`config.mk`:
```
export PLATFORM = sky130hd
export DESIGN_NAME = onehot_rr_arbiter
export DESIGN_NICKNAME = d
export VERILOG_FILES = /design/src/rtl/onehot_rr_arbiter.sv
export SDC_FILE = /design/constraint.sdc
export NUM_CORES = 1
export LEC_CHECK = 0
export ABC_AREA = 1
export BUFFER_PORTS_ARGS = -buffer_cell sky130_fd_sc_hd__buf_4
export CAP_MARGIN = 20
export CORE_MARGIN = 5
export CORE_UTILIZATION = 25
export DETAILED_ROUTE_END_ITERATION = 8
export PLACE_DENSITY_LB_ADDON = 0.08
export SYNTH_ARGS = -nofsm -noshare
export SYNTH_HDL_FRONTEND = slang
export SYNTH_SLANG_ARGS = --single-unit
```
`constraint.sdc`:
```
create_clock -name clk -period 7.1 [get_ports clk]
set_input_delay 0.355 -clock clk [delete_from_list [all_inputs] [get_ports clk]]
set_output_delay 0.355 -clock clk [all_outputs]
set_load 0.02 [all_outputs]
```
`src/rtl/onehot_rr_arbiter.sv`:
```
`default_nettype none
// ============================================================================
// Module   : onehot_rr_arbiter
// Purpose  : Round-robin arbiter sharing one 1-of-N resource among N
//            requesters. The winner index is decoded to a registered one-hot
//            grant that can drive the shared resource's select lines
//            directly. Priority rotates past each released owner, every
//            grant has an optional hold limit, and there is always one idle
//            turnaround cycle between owners.
//
// Parameters
//   N         number of requesters (2..32)
//   MAX_HOLD  max consecutive grant cycles per owner, 0 = unlimited
//   CNT_W     hold counter width, must be able to hold MAX_HOLD-1
//   IDX_W     derived, $clog2(N)
//
// Ports
//   clk        in   1      rising-edge clock
//   rst_n      in   1      asynchronous active-low reset
//   req        in   N      level requests, bit i = requester i
//   done       in   N      release pulses, only the owner's bit is honoured
//   gnt        out  N      registered one-hot grant, zero when idle
//   gnt_idx    out  IDX_W  binary index of the owner (valid with gnt_valid)
//   gnt_valid  out  1      high while any grant is held (|gnt)
//   timeout    out  1      one-cycle pulse after a hold-limit release
//
// Revision : 1.0  initial release
// ============================================================================
module onehot_rr_arbiter #(
  parameter  int N        = 8,
  parameter  int MAX_HOLD = 15,
  parameter  int CNT_W    = 4,
  localparam int IDX_W    = $clog2(N)
) (
  input  logic             clk,
  input  logic             rst_n,
  input  logic [N-1:0]     req,
  input  logic [N-1:0]     done,
  output logic [N-1:0]     gnt,
  output logic [IDX_W-1:0] gnt_idx,
  output logic             gnt_valid,
  output logic             timeout
);

  typedef enum logic [0:0] {
    ST_IDLE  = 1'b0,
    ST_GRANT = 1'b1
  } state_t;

  // N and N-1 expressed in the widths they are compared against.
  localparam logic [IDX_W:0]   c_n_ext    = (IDX_W+1)'(N);
  localparam logic [IDX_W-1:0] c_last_idx = IDX_W'(N-1);
  localparam logic [N-1:0]     c_one_hot0 = N'(1);

  // --------------------------------------------------------------------------
  // State
  // --------------------------------------------------------------------------
  state_t           r_state;
  logic [IDX_W-1:0] r_ptr;
  logic [CNT_W-1:0] r_hold_cnt;
  logic [N-1:0]     r_gnt;
  logic [IDX_W-1:0] r_gnt_idx;
  logic             r_timeout;

  state_t           w_state_nxt;
  logic [IDX_W-1:0] w_ptr_nxt;
  logic [CNT_W-1:0] w_hold_nxt;
  logic [N-1:0]     w_gnt_nxt;
  logic [IDX_W-1:0] w_idx_nxt;
  logic             w_timeout_nxt;

  // --------------------------------------------------------------------------
  // Rotating priority scan: first requester at ptr, ptr+1, ... (mod N).
  // The scan position is kept one bit wider so ptr+k can be folded back
  // below N without relying on N being a power of two.
  // --------------------------------------------------------------------------
  logic             w_found;
  logic [IDX_W-1:0] w_winner;
  logic [IDX_W:0]   w_scan;

  always_comb begin
    w_found  = 1'b0;
    w_winner = '0;
    w_scan   = '0;
    for (int k = 0; k < N; k++) begin
      w_scan = {1'b0, r_ptr} + (IDX_W+1)'(k);
      if (w_scan >= c_n_ext) begin
        w_scan = w_scan - c_n_ext;
      end
      if (!w_found && req[w_scan[IDX_W-1:0]]) begin
        w_found  = 1'b1;
        w_winner = w_scan[IDX_W-1:0];
      end
    end
  end

  // --------------------------------------------------------------------------
  // Owner-side release terms
  // --------------------------------------------------------------------------
  logic             w_owner_done;
  logic             w_owner_req;
  logic             w_limit;
  logic             w_release;
  logic [IDX_W-1:0] w_ptr_after_owner;

  assign w_owner_done = done[r_gnt_idx];
  assign w_owner_req  = req[r_gnt_idx];

  // Hold limit hit on the edge that ends the MAX_HOLD-th grant cycle:
  // the counter starts at 0 on the grant edge and steps once per held edge.
  generate
    if (MAX_HOLD == 0) begin : g_limit_off
      assign w_limit = 1'b0;
    end else begin : g_limit_on
      localparam logic [CNT_W-1:0] c_hold_last = CNT_W'(MAX_HOLD - 1);
      assign w_limit = (r_hold_cnt == c_hold_last);
    end
  endgenerate

  assign w_release = w_owner_done || !w_owner_req || w_limit;

  // Priority moves to the requester just after the releasing owner.
  assign w_ptr_after_owner = (r_gnt_idx == c_last_idx) ? '0
                                                        : r_gnt_idx + IDX_W'(1);

  // --------------------------------------------------------------------------
  // Next-state / output logic
  // --------------------------------------------------------------------------
  always_comb begin
    w_state_nxt   = r_state;
    w_ptr_nxt     = r_ptr;
    w_hold_nxt    = r_hold_cnt;
    w_gnt_nxt     = r_gnt;
    w_idx_nxt     = r_gnt_idx;
    w_timeout_nxt = 1'b0;

    unique case (r_state)
      ST_IDLE: begin
        w_gnt_nxt = '0;
        if (w_found) begin
          w_state_nxt = ST_GRANT;
          w_gnt_nxt   = c_one_hot0 << w_winner;
          w_idx_nxt   = w_winner;
          w_hold_nxt  = '0;
        end
      end

      ST_GRANT: begin
        if (w_release) begin
          w_state_nxt   = ST_IDLE;
          w_gnt_nxt     = '0;
          w_ptr_nxt     = w_ptr_after_owner;
          // Flag only releases forced by the limit; a done or a dropped
          // request on the same edge counts as a normal release.
          w_timeout_nxt = w_limit && !w_owner_done && w_owner_req;
        end else begin
          w_hold_nxt = r_hold_cnt + CNT_W'(1);
        end
      end

      default: begin
        w_state_nxt = ST_IDLE;
        w_gnt_nxt   = '0;
      end
    endcase
  end

  // --------------------------------------------------------------------------
  // Registers
  // --------------------------------------------------------------------------
  always_ff @(posedge clk or negedge rst_n) begin
    if (!rst_n) begin
      r_state    <= ST_IDLE;
      r_ptr      <= '0;
      r_hold_cnt <= '0;
      r_gnt      <= '0;
      r_gnt_idx  <= '0;
      r_timeout  <= 1'b0;
    end else begin
      r_state    <= w_state_nxt;
      r_ptr      <= w_ptr_nxt;
      r_hold_cnt <= w_hold_nxt;
      r_gnt      <= w_gnt_nxt;
      r_gnt_idx  <= w_idx_nxt;
      r_timeout  <= w_timeout_nxt;
    end
  end

  assign gnt       = r_gnt;
  assign gnt_idx   = r_gnt_idx;
  assign gnt_valid = |r_gnt;
  assign timeout   = r_timeout;

endmodule
`default_nettype wire
```
==> results.md <==
- Die width: around 96 µm
- DRT iter0 DRCs: 72
- Top cells by area in the synthesized netlist: dfrtp_1 (27%), nand2_1 (15%), nand3_1 (11%)
- Synth unique cells: 32
- Most common cell after layout, fill and taps aside: nand2_1
- First-pass GRT wire length: 8780 µm
- Root Driver: clkbuf_8
- Cell row count: 31
- Syn. warnings: 0
- Crit share post-route: 39.8%
- Grt total ovfl: 0
- Pre-antenna DRT Iters: 4
- Avg WL per Cell: 13.4 µm
- Data arrival time of the critical path: 3.02 ns
- GPL Wtd Cong: around 0.80
- Syn_nets: ~280
- Total GRT Usage: 12.2%
- MaxCap Viol Count: 0
- Die footprint: 0.00916 mm²
- Register area share after synthesis: between 20% and 30%
- Critical Path Source Type: flop
- Buffers on Ports: 30
- Post-DP HPWL: ~4300 µm
- Cells after synthesis: approximately 260
- Via/cell ratio: 4.49
- Outcome: finished clean
- Die Ht: 95.7 µm
- Setup Crit Path Kind: reg -> reg
- Nets: 310
- Worst Path Required: between 7 and 8 ns
- Clock skew: 0.00134 ns
- H-tree Lvls: 1
- Initial core utilization: about a quarter
- CTS tree: built
- Syn avg cell area: 7.20 µm²
- Initial antenna violation count: 0
- Resized Gates After CTS: 0
- Largest area contributor in the synthesized netlist: dfrtp_1
- Post-CTS Setup Bufs: 0
- Slew Viols, Final: 0
- Yosys reg bits: 20
- Routed WL: between 5000 and 6000 µm
- Routed Antenna Nets: 0
- TritonCTS buffer count: 3
- Number of global-route vias before repair: approximately 1800
- Clock transition at path regs: 0.07 ns
- RSZ-0062 raised after global routing: no
- Final setup viols: 0
- Num ports: 31
- Largest net degree at the start of global routing: 21
- Share of cells above drive strength 1: 26.7%
- Most frequent cells in the layout: nand2_1 (73), nand3_1 (39), buf_4 (30)
- Minimum clock period: 2.82 ns
- Setup crit end kind: flop
- Detailed-route via count: approximately 1700
- Post-CTS Hold Buffers: 1
- Share of the synthesized area in the top cell type: 27.2%
- Fin. Hold Viols: 0
- CP max FO: 10
- CORE AREA: 0.00721 mm²
- ANT cells: 0
- Hold Crit Class: in -> async
- CTS Buffer Depth: 2
- Slew of the pin with the lowest slew margin: 0.749 ns
- Area growth, synth to finish: 19.8%
- Setup TNS: 0 ns
- Drc violations: 0
- Clk_lat worst skew: between 0.2 and 0.3 ns
- Mapped cell area: 0.00184 mm²
- Fmax: about 350 MHz
- CTS sink cnt: 20
- Slew HR: between 40% and 50%
-- sequential cells by signal (all words and copies together) (netlist names) --
register,flops
timeout,1
r_ptr,3
r_state,1
gnt_idx,3
gnt,8
r_hold_cnt,4
-- worst max-delay path: stages, from the launching register on --
cell	delay (ns)
dfrtp_1	0.63
inv_2	0.16
ha_1	0.49
inv_2	0.13
nand3_1	0.16
nand3_2	0.11
nand2_2	0.12
inv_2	0.06
nand4_4	0.11
nor2_1	0.05
nor2_1	0.22
nand3_2	0.15
nor2_1	0.19
nand3_1	0.12
nand2_1	0.07
-- synthesized netlist by cell type (all sizes together) --
master,number
nand3b,1
ha,6
nand4,10
nor2,21
xnor2,2
o221ai,4
inv,28
buf,5
nand2,86
a21boi,1
xor2,5
o31ai,1
nor4,2
o21ai,11
nand3,51
a21oi,1
dfrtp,20
-- cells by family (layout without fill, tap and decap cells) --
kind of cell,Yosys count,in the layout,share of synthesized area [%]
adders and majority gates,6,6,4.09
and+or+nand+nor,171,171,49.9
buffers and inverters,33,63,8.79
DFF,20,20,27.2
AOI/OAI and AO/OA,18,18,6.20
xor gates and xnor gates,7,7,3.75
-- metal layers --
layer / global-route usage (%) / vias up / part of all wire (%)
met5: 0 / - / 0
met3: 0.704 / 6 / 0.90
met4: 4.15 / 0 / 1.3
met1: 16.1 / 802 / 48
met2: 21.1 / 13 / 50
li1: - / 902 / -
-- path summary, 6_finish.rpt --
check / depth (start not counted) / start / slack [ns] / endpoint
setup / recovery: 14 / r_ptr[1] / 4.28 / gnt[0]
hold / removal: 2 / rst_n / 0.50 / gnt[7]
setup reg to reg: 14 / r_ptr[1] / 4.28 / gnt[0]
hold reg to reg: 2 / gnt[2] / 0.51 / gnt[2]
max in group asynchronous: 2 / rst_n / 6.38 / gnt_idx[2]
min in group clk: 2 / gnt[2] / 0.51 / gnt[2]
-- per-stage QoR --
| step | area [µm²] | instances | hold WS [ns] | setup WS, ns | util, % |
|---|---|---|---|---|---|
| 6_report | 2200 | 384 | 0.504 | 4.28 | 30.5 |
| 4_1_cts | 2200 | 384 | 0.507 | 4.28 | 30.5 |
| 5_1_grt | 2200 | 384 | 0.537 | 3.91 | 30.5 |
| 3_5_place_dp | 2130 | 379 | 0.257 | 4.29 | 29.6 |
| 2_1_floorplan | 1840 | 255 | 0.0594 | 4.79 | - |
| 3_3_place_gp | 2130 | 379 | 0.261 | 4.30 | 29.6 |
-- area by class of cell --
cell class,instances,area [µm²]
flip-flops and latches,20,500
clock buffers,4,55.1
multi-input cells,202,1170
inverters,28,110
fillers,826,5010
well taps,99,124
repair buffers,31,235
Power is left out: the tool's default activity adds up to more than one toggle a clock period on the data nets, which glitch-free logic cannot reach.
